File: config.mk
export PLATFORM = sky130hd
export DESIGN_NAME = board_io_ctrl_flat
export DESIGN_NICKNAME = d
export VERILOG_FILES = /design/src/rtl/board_io_ctrl_if.sv /design/src/rtl/board_io_ctrl.sv /design/src/flat_wrapper.sv
export SDC_FILE = /design/constraint.sdc
export NUM_CORES = 1
export LEC_CHECK = 0
export BUFFER_PORTS_ARGS = -buffer_cell sky130_fd_sc_hd__clkbuf_2
export CORE_MARGIN = 3
export CORE_UTILIZATION = 51
export CTS_BUF_LIST = sky130_fd_sc_hd__clkbuf_4
export DETAILED_ROUTE_END_ITERATION = 7
export PLACE_DENSITY_LB_ADDON = 0.05
export RECOVER_POWER = 25
export SETUP_SLACK_MARGIN = 0.02
export SYNTH_ARGS = -nofsm -noshare
export SYNTH_HDL_FRONTEND = slang
export SYNTH_SLANG_ARGS = --single-unit
File: constraint.sdc
create_clock -name clk -period 1.6 [get_ports clk]
set_input_delay 0.24 -clock clk [delete_from_list [all_inputs] [get_ports clk]]
set_output_delay 0.24 -clock clk [all_outputs]
set_load 0.03 [all_outputs]
File: src/rtl/board_io_ctrl_if.sv
// Pad-side signal bundle for board_io_ctrl: clock-enable, LED, UART RX/TX and oscillator enable.
interface board_io_ctrl_if #(
  parameter int unsigned NUM_LEDS  = 8,
  parameter int unsigned DIV_WIDTH = 5,
  parameter int unsigned PWM_WIDTH = 4
);
  logic [DIV_WIDTH-1:0] div_ratio;
  logic                 core_ce;
  logic [NUM_LEDS-1:0]  led_in;
  logic [PWM_WIDTH-1:0] led_bright;
  logic [NUM_LEDS-1:0]  led_out;
  logic                 rx_pin;
  logic                 rx_out;
  logic                 tx_in;
  logic                 tx_out;
  logic                 clken_out;

  modport master (
    output div_ratio, led_in, led_bright, rx_pin, tx_in,
    input  core_ce, led_out, rx_out, tx_out, clken_out
  );

  modport slave (
    input  div_ratio, led_in, led_bright, rx_pin, tx_in,
    output core_ce, led_out, rx_out, tx_out, clken_out
  );
endinterface

File: src/rtl/board_io_ctrl.sv
// Board I/O controller: clock-enable divider, LED polarity/PWM, filtered UART RX, registered UART TX.
module board_io_ctrl #(
  parameter int unsigned          NUM_LEDS    = 8,
  parameter logic [NUM_LEDS-1:0]  LED_POL     = '1,
  parameter int unsigned          DIV_WIDTH   = 5,
  parameter int unsigned          PWM_WIDTH   = 4,
  parameter int unsigned          SYNC_STAGES = 2,
  parameter int unsigned          FILTER_LEN  = 3
) (
  input  logic          clk,
  input  logic          resetn,
  board_io_ctrl_if.slave bus
);

  localparam int unsigned FW = (FILTER_LEN > 1) ? $clog2(FILTER_LEN) : 1;
  localparam logic [FW-1:0] FLT_LAST = FW'(FILTER_LEN - 1);

  logic [DIV_WIDTH-1:0]   div_cnt;
  logic [PWM_WIDTH-1:0]   pwm_cnt;
  logic                   pwm_on;
  logic [SYNC_STAGES-1:0] sync_q;
  logic                   rx_sync;
  logic [FW-1:0]          flt_cnt;

  // Full-scale brightness bypasses the compare so the LED never blinks off.
  always_comb begin
    pwm_on = 1'b0;
    if (bus.led_bright == '1) pwm_on = 1'b1;
    else                      pwm_on = (pwm_cnt < bus.led_bright);
  end

  assign rx_sync = sync_q[SYNC_STAGES-1];

  always_ff @(posedge clk) begin
    if (!resetn) begin
      div_cnt       <= '0;
      bus.core_ce   <= 1'b0;
      pwm_cnt       <= '0;
      bus.led_out   <= LED_POL;
      sync_q        <= '1;
      bus.rx_out    <= 1'b1;
      flt_cnt       <= '0;
      bus.tx_out    <= 1'b1;
      bus.clken_out <= 1'b0;
    end else begin
      // >= rather than == so a ratio lowered mid-period wraps immediately.
      if (div_cnt >= bus.div_ratio) begin
        div_cnt     <= '0;
        bus.core_ce <= 1'b1;
      end else begin
        div_cnt     <= div_cnt + 1'b1;
        bus.core_ce <= 1'b0;
      end

      pwm_cnt     <= pwm_cnt + 1'b1;
      bus.led_out <= LED_POL ^ (bus.led_in & {NUM_LEDS{pwm_on}});

      sync_q <= {sync_q[SYNC_STAGES-2:0], bus.rx_pin};
      if (rx_sync != bus.rx_out) begin
        if (flt_cnt == FLT_LAST) begin
          bus.rx_out <= rx_sync;
          flt_cnt    <= '0;
        end else begin
          flt_cnt <= flt_cnt + 1'b1;
        end
      end else begin
        flt_cnt <= '0;
      end

      bus.tx_out    <= bus.tx_in;
      bus.clken_out <= 1'b1;
    end
  end

endmodule

File: src/flat_wrapper.sv
// flat-port wrapper written by rule: the top's interface ports become plain ports
module board_io_ctrl_flat 
#(
  parameter int unsigned          NUM_LEDS    = 8,
  parameter logic [NUM_LEDS-1:0]  LED_POL     = '1,
  parameter int unsigned          DIV_WIDTH   = 5,
  parameter int unsigned          PWM_WIDTH   = 4,
  parameter int unsigned          SYNC_STAGES = 2,
  parameter int unsigned          FILTER_LEN  = 3
)
  (clk, resetn, bus_div_ratio, bus_led_in, bus_led_bright, bus_rx_pin, bus_tx_in, bus_core_ce, bus_led_out, bus_rx_out, bus_tx_out, bus_clken_out);
  board_io_ctrl_if #(.NUM_LEDS(NUM_LEDS), .DIV_WIDTH(DIV_WIDTH), .PWM_WIDTH(PWM_WIDTH)) bus_i ();
  input  logic clk;
  input  logic resetn;
  input wire logic [$bits(bus_i.div_ratio)-1:0] bus_div_ratio;
  input wire logic [$bits(bus_i.led_in)-1:0] bus_led_in;
  input wire logic [$bits(bus_i.led_bright)-1:0] bus_led_bright;
  input wire logic [$bits(bus_i.rx_pin)-1:0] bus_rx_pin;
  input wire logic [$bits(bus_i.tx_in)-1:0] bus_tx_in;
  output wire logic [$bits(bus_i.core_ce)-1:0] bus_core_ce;
  output wire logic [$bits(bus_i.led_out)-1:0] bus_led_out;
  output wire logic [$bits(bus_i.rx_out)-1:0] bus_rx_out;
  output wire logic [$bits(bus_i.tx_out)-1:0] bus_tx_out;
  output wire logic [$bits(bus_i.clken_out)-1:0] bus_clken_out;
  assign bus_i.div_ratio = bus_div_ratio;
  assign bus_i.led_in = bus_led_in;
  assign bus_i.led_bright = bus_led_bright;
  assign bus_i.rx_pin = bus_rx_pin;
  assign bus_i.tx_in = bus_tx_in;
  assign bus_core_ce = bus_i.core_ce;
  assign bus_led_out = bus_i.led_out;
  assign bus_rx_out = bus_i.rx_out;
  assign bus_tx_out = bus_i.tx_out;
  assign bus_clken_out = bus_i.clken_out;
  board_io_ctrl #(.NUM_LEDS(NUM_LEDS), .LED_POL(LED_POL), .DIV_WIDTH(DIV_WIDTH), .PWM_WIDTH(PWM_WIDTH), .SYNC_STAGES(SYNC_STAGES), .FILTER_LEN(FILTER_LEN)) u_core (.clk(clk), .resetn(resetn), .bus(bus_i));
endmodule
==> impl_results.md, run 1 <==
- Sequential element share of the synthesized area: 0.492
- GRT Overall Usage: 0.147
- Antenna diodes: 0
- Routed wire length: 1680 µm
- Post-Layout Inst Area: 1230 µm²
- Global-route congestion overflow total: 0
- Worst hold path type: in -> reg
- Net count of the finished layout: 162
- Setup Skew: just under 9 ps
- Maximum count of clock buffers along a single path: 2
- Detailed-route vias per instance: 4.88
- Fraction of layout instances using a drive strength above 1: 0.302
- Top-area cell type share of the netlist area: 0.492
- Status: finished clean
- Die area: 2570 µm²
- Critical R2R Capture: u_core.div_cnt[0]
- Setup Total Neg Slack: 0 ps
- First-pass GRT wire length: 2770 µm
- Hold path startpoint: bus_led_in[7]
- Antenna-violating nets left: 0
- Worst-Margin Slew: 844 ps
- Hold worst-path end: u_core.bus.led_out[7]
- Post-synthesis to final-layout area growth: 20.8%
- Arrival time worst endpoint: 1740 ps
- Startpoint type of the worst setup path: register
- Root buffer cell: clkbuf_4
- Initial antenna violation count: 0
- Max Cap Violations: 0
- Register clock-pin slew on the reported worst setup and hold paths: 130 ps
- Hold-fix buffers at CTS: 0
- Post-route worst hold slack: 98.7 ps
- Count of routing violations after the opening detailed-route iteration: 3
- Post-synthesis cell area: 1020 µm²
- Core box area: 1800 µm²
- Static power due to leakage: between 0.0006 and 0.0007 µW
- Critical path data required time: 1860 ps
- Areal power density over the cells: 932 nW/µm²
- Worst-case vdd ir drop: 0.000528 V
- Worst hold path stage count: 2
- Maximum number of pins on one net before global-route repair: 25
- Highest fanout seen on the critical path: 6
- Clock buffer count from CTS: 3
- Placed cell area: 1200 µm²
- Achievable clock frequency: 677 MHz
- Pre-Repair DR Iteration Count: 5
- R2r setup slk: 120 ps
- Warnings from Yosys: 0
- Die height: 50.7 µm
- Average wire per cell in the routed design: 10.9 µm
- Fin crit share: 0.923
- Clock tree from TritonCTS: built
- Clock insertion delay at the later pin of the skew report: 310 ps
- Worst reg2reg startpoint: u_core.div_cnt[2]
- Cell taking the most area after synthesis: dfxtp_1
- Final Hold Vio Count: 0
- Worst slew margin: 0.437
- Final-report setup violation count: 0
- Count of final max-slew check failures: 0
- Number of register bits inferred by synthesis: 25
- Post-cts gate resize count: 0
- Number of distinct library cells after synthesis: 24
- Min setup slack post-route: roughly 120 ps
- Largest cells by area after synthesis: dfxtp_1 49%, ha_1 14%, o211ai_1 5.9%
- Ports: 33
- Die span in x: 50.7 µm
- Number of instances in the synthesized netlist: 95
- Detail Placement HPWL: 1310 µm
- Buffers inserted during post-CTS setup optimization: 0
- Final critical path time including I/O delays and setup: 1480 ps
- Via count of the first global-routing pass: 670
- GP Congestion: between 0.7 and 0.8
- Type of the worst setup path: reg -> reg
- Non-Filler Instances: between 150 and 200
- CP Capture Type: register
- Clock sink total: 25
- Setup repair after global routing missed its margin: false
- Number of buffers added on ports: 32
- Number of cells after detailed placement: 150
- Cell row count: 15
- Mean cell area of the mapped netlist: 10.7 µm²
- R2r worst-path depth: 5
- Initial Utilization: 0.565
- Worst-case setup slack after placement: roughly 140 ps
- Maximum level of the CTS H-tree: 1
- Net count after synthesis: ~130
- Total via count in the routed design: approximately 750
- Remaining DRCs: 0
==> registers in the layout, summed over array words and instances, names as in the netlist <==
signal,cells
u_core.sync_q,2
u_core.bus.core_ce,1
u_core.bus.led_out,8
u_core.pwm_cnt,4
u_core.bus.tx_out,1
u_core.bus.rx_out,1
u_core.div_cnt,5
u_core.bus.clken_out,1
u_core.flt_cnt,2
==> area by class of cell <==
class	instances	area, µm²
multi-input cells	59	474
flip-flops and latches	25	500
inverters	9	33.8
fillers	154	573
clock buffers	4	30.0
repair buffers	32	159
well taps	25	31.3
==> synth_stat cells <==
cell / number
a211oi_4: 1
o22ai_2: 1
o21a_1: 1
clkbuf_1: 1
ha_1: 11
nor3_2: 1
buf_2: 1
nand4_1: 1
and3_1: 5
dfxtp_1: 25
mux2i_1: 1
a21oi_1: 2
nand2_1: 4
xnor2_1: 3
nand2b_1: 4
nor2_1: 2
and2_1: 3
inv_1: 9
xor2_1: 3
nand3b_1: 1
nand3_1: 3
a21oi_2: 1
o211ai_1: 8
nor2b_1: 3
==> report_power, final <==
part / total, µW / switching (µW) / internal, µW / leakage, µW
sequential: 678 / 19.5 / 659 / 0.000206
combinational: 179 / 104 / 75.2 / 0.000379
clock: 288 / 173 / 114 / 0.0000184
==> through the flow <==
| step | util | power [µW] |
|---|---|---|
| 2_1_floorplan | - | 811 |
| 3_3_place_gp | 0.666 | 865 |
| 3_5_place_dp | 0.666 | 873 |
| 4_1_cts | 0.683 | 1160 |
| 5_1_grt | 0.682 | 1200 |
| 6_report | 0.682 | 1150 |
==> cells in the final DEF, fill, tap and decap left out, types with 2 or more instances in the layout <==
cell,instances
inv_1,9
ha_1,11
nand2_1,4
xnor2_1,3
and2_0,2
a21oi_1,2
xor2_1,3
nand3_1,3
clkbuf_2,31
nor2b_1,3
o211ai_1,8
clkbuf_4,4
and3_1,5
nor2_1,2
dfxtp_1,25
nand2b_1,4
==> kinds of logic after synthesis <==
| logic type | synth area share |
|---|---|
| and+or+nand+nor | 0.153 |
| DFF | 0.492 |
| AOI/OAI and AO/OA | 0.117 |
| buffers and inverters | 0.0418 |
| adders and majority gates | 0.135 |
| xor gates and xnor gates | 0.0517 |
| muxes | 0.00984 |
==> worst max-delay path: stages, from the launching register on <==
cell and delay, ps:
dfxtp_1 420, ha_1 280, a21oi_2 160, o22ai_2 110, a211oi_4 250, and3_1 200
==> routing by layer <==
| layer | share of wire | vias up | global-route usage |
|---|---|---|---|
| li1 | - | 394 | - |
| met1 | 0.44 | 334 | 0.169 |
| met2 | 0.49 | 18 | 0.246 |
| met3 | 0.050 | 5 | 0.0297 |
| met4 | 0.024 | 0 | 0.0942 |
| met5 | 0 | - | 0 |
==> worst max-delay path by stage <==
stage,start,endpoint,slack [ps]
3_5_place_dp,bus_div_ratio[4],u_core.div_cnt[0],140
2_1_floorplan,u_core.div_cnt[0],u_core.div_cnt[2],320
4_1_cts,u_core.div_cnt[0],u_core.div_cnt[0],120
6_report,u_core.div_cnt[2],u_core.div_cnt[0],120
5_1_grt,u_core.div_cnt[0],u_core.div_cnt[3],30
3_3_place_gp,bus_div_ratio[4],u_core.div_cnt[3],200
No activity file was read; power rests on OpenSTA's default activity.
==> run 2: changes to the inputs <==
--- a/config.mk
+++ b/config.mk
@@ -10,7 +10,7 @@
 export CORE_UTILIZATION = 51
 export CTS_BUF_LIST = sky130_fd_sc_hd__clkbuf_4
 export DETAILED_ROUTE_END_ITERATION = 7
-export PLACE_DENSITY_LB_ADDON = 0.05
+export PLACE_DENSITY = 0.8
 export RECOVER_POWER = 25
 export SETUP_SLACK_MARGIN = 0.02
 export SYNTH_ARGS = -nofsm -noshare
==> impl_results.md, run 2 (synthesis gave the netlist of run 1 again) <==
- Status: finished clean (unchanged)
- Min setup slack post-route: 126 ps (was 123 ps)
- Cell row count: 15 (unchanged)
- Detail Placement HPWL: 1410 µm (was 1310 µm)
- Register name with the most flops: u_core.bus.led_out (unchanged)
- Root buffer cell: clkbuf_4 (unchanged)
- Worst-case vdd ir drop: 0.000875 V (was 0.000528 V)
- Leading registers by flop count: u_core.bus.led_out (8), u_core.div_cnt (5), u_core.pwm_cnt (4) (unchanged)
- Type of the worst setup path: reg -> reg (unchanged)
- Fin crit share: 0.921 (was 0.923)
- Die height: 50.7 µm (unchanged)
- Switching share of power: 0.258 (was 0.259)
- Die span in x: 50.7 µm (unchanged)
- Average wire per cell in the routed design: 11.4 µm (was 10.9 µm)
- Critical R2R Capture: u_core.div_cnt[2] (was u_core.div_cnt[0])
- Count of routing violations after the opening detailed-route iteration: 4 (was 3)
- First-pass GRT wire length: 2900 µm (was 2770 µm)
- Final Hold Vio Count: 0 (unchanged)
- Hold-fix buffers at CTS: 0 (unchanged)
- Maximum level of the CTS H-tree: 1 (unchanged)
- Initial Utilization: 0.565 (unchanged)
- R2r setup slk: 130 ps (was 120 ps)
- Power share of the sequential group: 0.589 (was 0.592)
- Clock tree from TritonCTS: built (unchanged)
- Worst-case setup slack after placement: 134 ps (was 137 ps)
- Arrival time worst endpoint: 1730 ps (was 1740 ps)
- Ports: 33 (unchanged)
- Hold path startpoint: bus_led_in[7] (unchanged)
- Achievable clock frequency: 678 MHz (was 677 MHz)
- Total via count in the routed design: 749 (was 751)
- Cell at the slowest stage of the critical path: ha_1 (was dfxtp_1)
- Worst hold path stage count: 2 (unchanged)
- Most common library cell in the layout ignoring fill and taps: clkbuf_2 (unchanged)
- Number of buffers added on ports: 32 (unchanged)
- Clock buffer count from CTS: 3 (unchanged)
- Clock insertion delay at the later pin of the skew report: 310 ps (about the same)
- Clock sink total: 25 (unchanged)
- Fraction of layout instances using a drive strength above 1: 0.346 (was 0.302)
- Worst hold path type: in -> reg (unchanged)
- Worst reg2reg startpoint: u_core.div_cnt[4] (was u_core.div_cnt[2])
- Final critical path time including I/O delays and setup: 1470 ps (was 1480 ps)
- Switch Pwr: 298 µW (was 297 µW)
- Remaining DRCs: 0 (unchanged)
- Die area: 2570 µm² (unchanged)
- Setup Skew: 4.25 ps (was 8.78 ps)
- Antenna-violating nets left: 0 (unchanged)
- Pre-Repair DR Iteration Count: 2 (was 5)
- Highest fanout seen on the critical path: 6 (unchanged)
- Areal power density over the cells: 911 nW/µm² (was 932 nW/µm²)
- Initial antenna violation count: 0 (unchanged)
- Clock power share: 0.246 (was 0.251)
- Core box area: 1800 µm² (unchanged)
- Via count of the first global-routing pass: 681 (was 670)
- Crit-path cells: ha_1 > nand4_1 > o22ai_2 > a211oi_4 > and3_1 (was ha_1 > a21oi_2 > o22ai_2 > a211oi_4 > and3_1)
- Net count of the finished layout: 163 (was 162)
- Crit-path leading delay family: compound AO/OA/AOI/OAI gates (unchanged)
- Setup repair after global routing missed its margin: false (unchanged)
- Static power due to leakage: 0.000609 µW (was 0.000604 µW)
- Most frequent cells in the layout: 31 x clkbuf_2, 23 x dfxtp_1, 9 x ha_1 (was 31 x clkbuf_2, 25 x dfxtp_1, 11 x ha_1)
- Register clock-pin slew on the reported worst setup and hold paths: 120 ps (was 130 ps)
- Worst slew margin: 0.453 (was 0.437)
- Part of the total power dissipated in combinational logic: 0.165 (was 0.156)
- Count of final max-slew check failures: 0 (unchanged)
- Max Cap Violations: 0 (unchanged)
- Worst-Margin Slew: 820 ps (was 844 ps)
- Internal: 855 µW (was 849 µW)
- Critical path data required time: 1850 ps (was 1860 ps)
- Setup Total Neg Slack: 0 ps (unchanged)
- Critical path's largest stage delay: 350 ps (was 420 ps)
- GP Congestion: 0.760 (was 0.767)
- Post-synthesis to final-layout area growth: 24.5% (was 20.8%)
- GRT Overall Usage: 0.151 (was 0.147)
- Final-report setup violation count: 0 (unchanged)
- R2r worst-path depth: 5 (unchanged)
- Routed wire length: 1760 µm (was 1680 µm)
- CP Capture Type: register (unchanged)
- Global-route congestion overflow total: 0 (unchanged)
- Flip-flop count of the largest register after layout: 8 (unchanged)
- Antenna diodes: 0 (unchanged)
- Hold worst-path end: u_core.bus.led_out[7] (unchanged)
- Startpoint type of the worst setup path: register (unchanged)
- Maximum count of clock buffers along a single path: 2 (unchanged)
- Buffers & Inverters on Critical Path: 0 (unchanged)
- Maximum number of pins on one net before global-route repair: 25 (unchanged)
- Detailed-route vias per instance: 4.83 (was 4.88)
## run 2: cell count changes in the layout (fill, tap and decap cells not counted), sizes merged
cell / change
buf: +1
## run 2: worst max-delay path by stage
stage / cells after the start / to / slack, ps / start
6_report: 5 / u_core.div_cnt[2] / 130 / u_core.div_cnt[4]
5_1_grt: 5 / u_core.div_cnt[3] / 10 / u_core.div_cnt[4]
4_1_cts: 6 / u_core.div_cnt[4] / 130 / u_core.div_cnt[0]
3_5_place_dp: 7 / u_core.div_cnt[2] / 130 / bus_div_ratio[4]
3_3_place_gp: 7 / u_core.div_cnt[0] / 200 / bus_div_ratio[4]
2_1_floorplan: 6 / u_core.div_cnt[2] / 320 / u_core.div_cnt[0]
## run 2: power by group through the flow
stage | clock network [µW] | logic [µW] | registers [µW]
floorplan | 0 | 85.3 | 726
global placement | 0 | 173 | 692
detailed placement | 0 | 182 | 693
CTS | 292 | 182 | 679
global route | 314 | 217 | 684
finish | 284 | 190 | 679
## run 2: cell type report
class	instances	area [µm²]
inverters	9	33.8
multi-input cells	59	499
well taps	25	31.3
repair buffers	33	166
fillers	158	536
clock buffers	4	30.0
flip-flops and latches	25	505
## run 2: repair_timing
action / 4_1_cts / 5_1_grt
gates resized for setup: 0 / 6
buffers inserted: 0 / 1
setup endpoints to repair: 0 / 3
## run 2: layer usage
layer / track usage / up-vias / part of all wire
met4: 0.0135 / 0 / 0.0051
met2: 0.272 / 14 / 0.55
met5: 0 / - / 0
li1: - / 393 / -
met1: 0.166 / 340 / 0.40
met3: 0.0712 / 2 / 0.045
## run 2: metrics by stage
stage | util | cells | total power [µW] | area (µm²) | hold WS [ps]
floorplan | - | 95 | 811 | 1020 | 268
global placement | 0.666 | 150 | 865 | 1200 | 393
detailed placement | 0.666 | 150 | 875 | 1200 | 396
CTS | 0.683 | 154 | 1150 | 1230 | 90.9
global route | 0.703 | 155 | 1220 | 1270 | 74.5
finish | 0.703 | 155 | 1150 | 1270 | 96.8
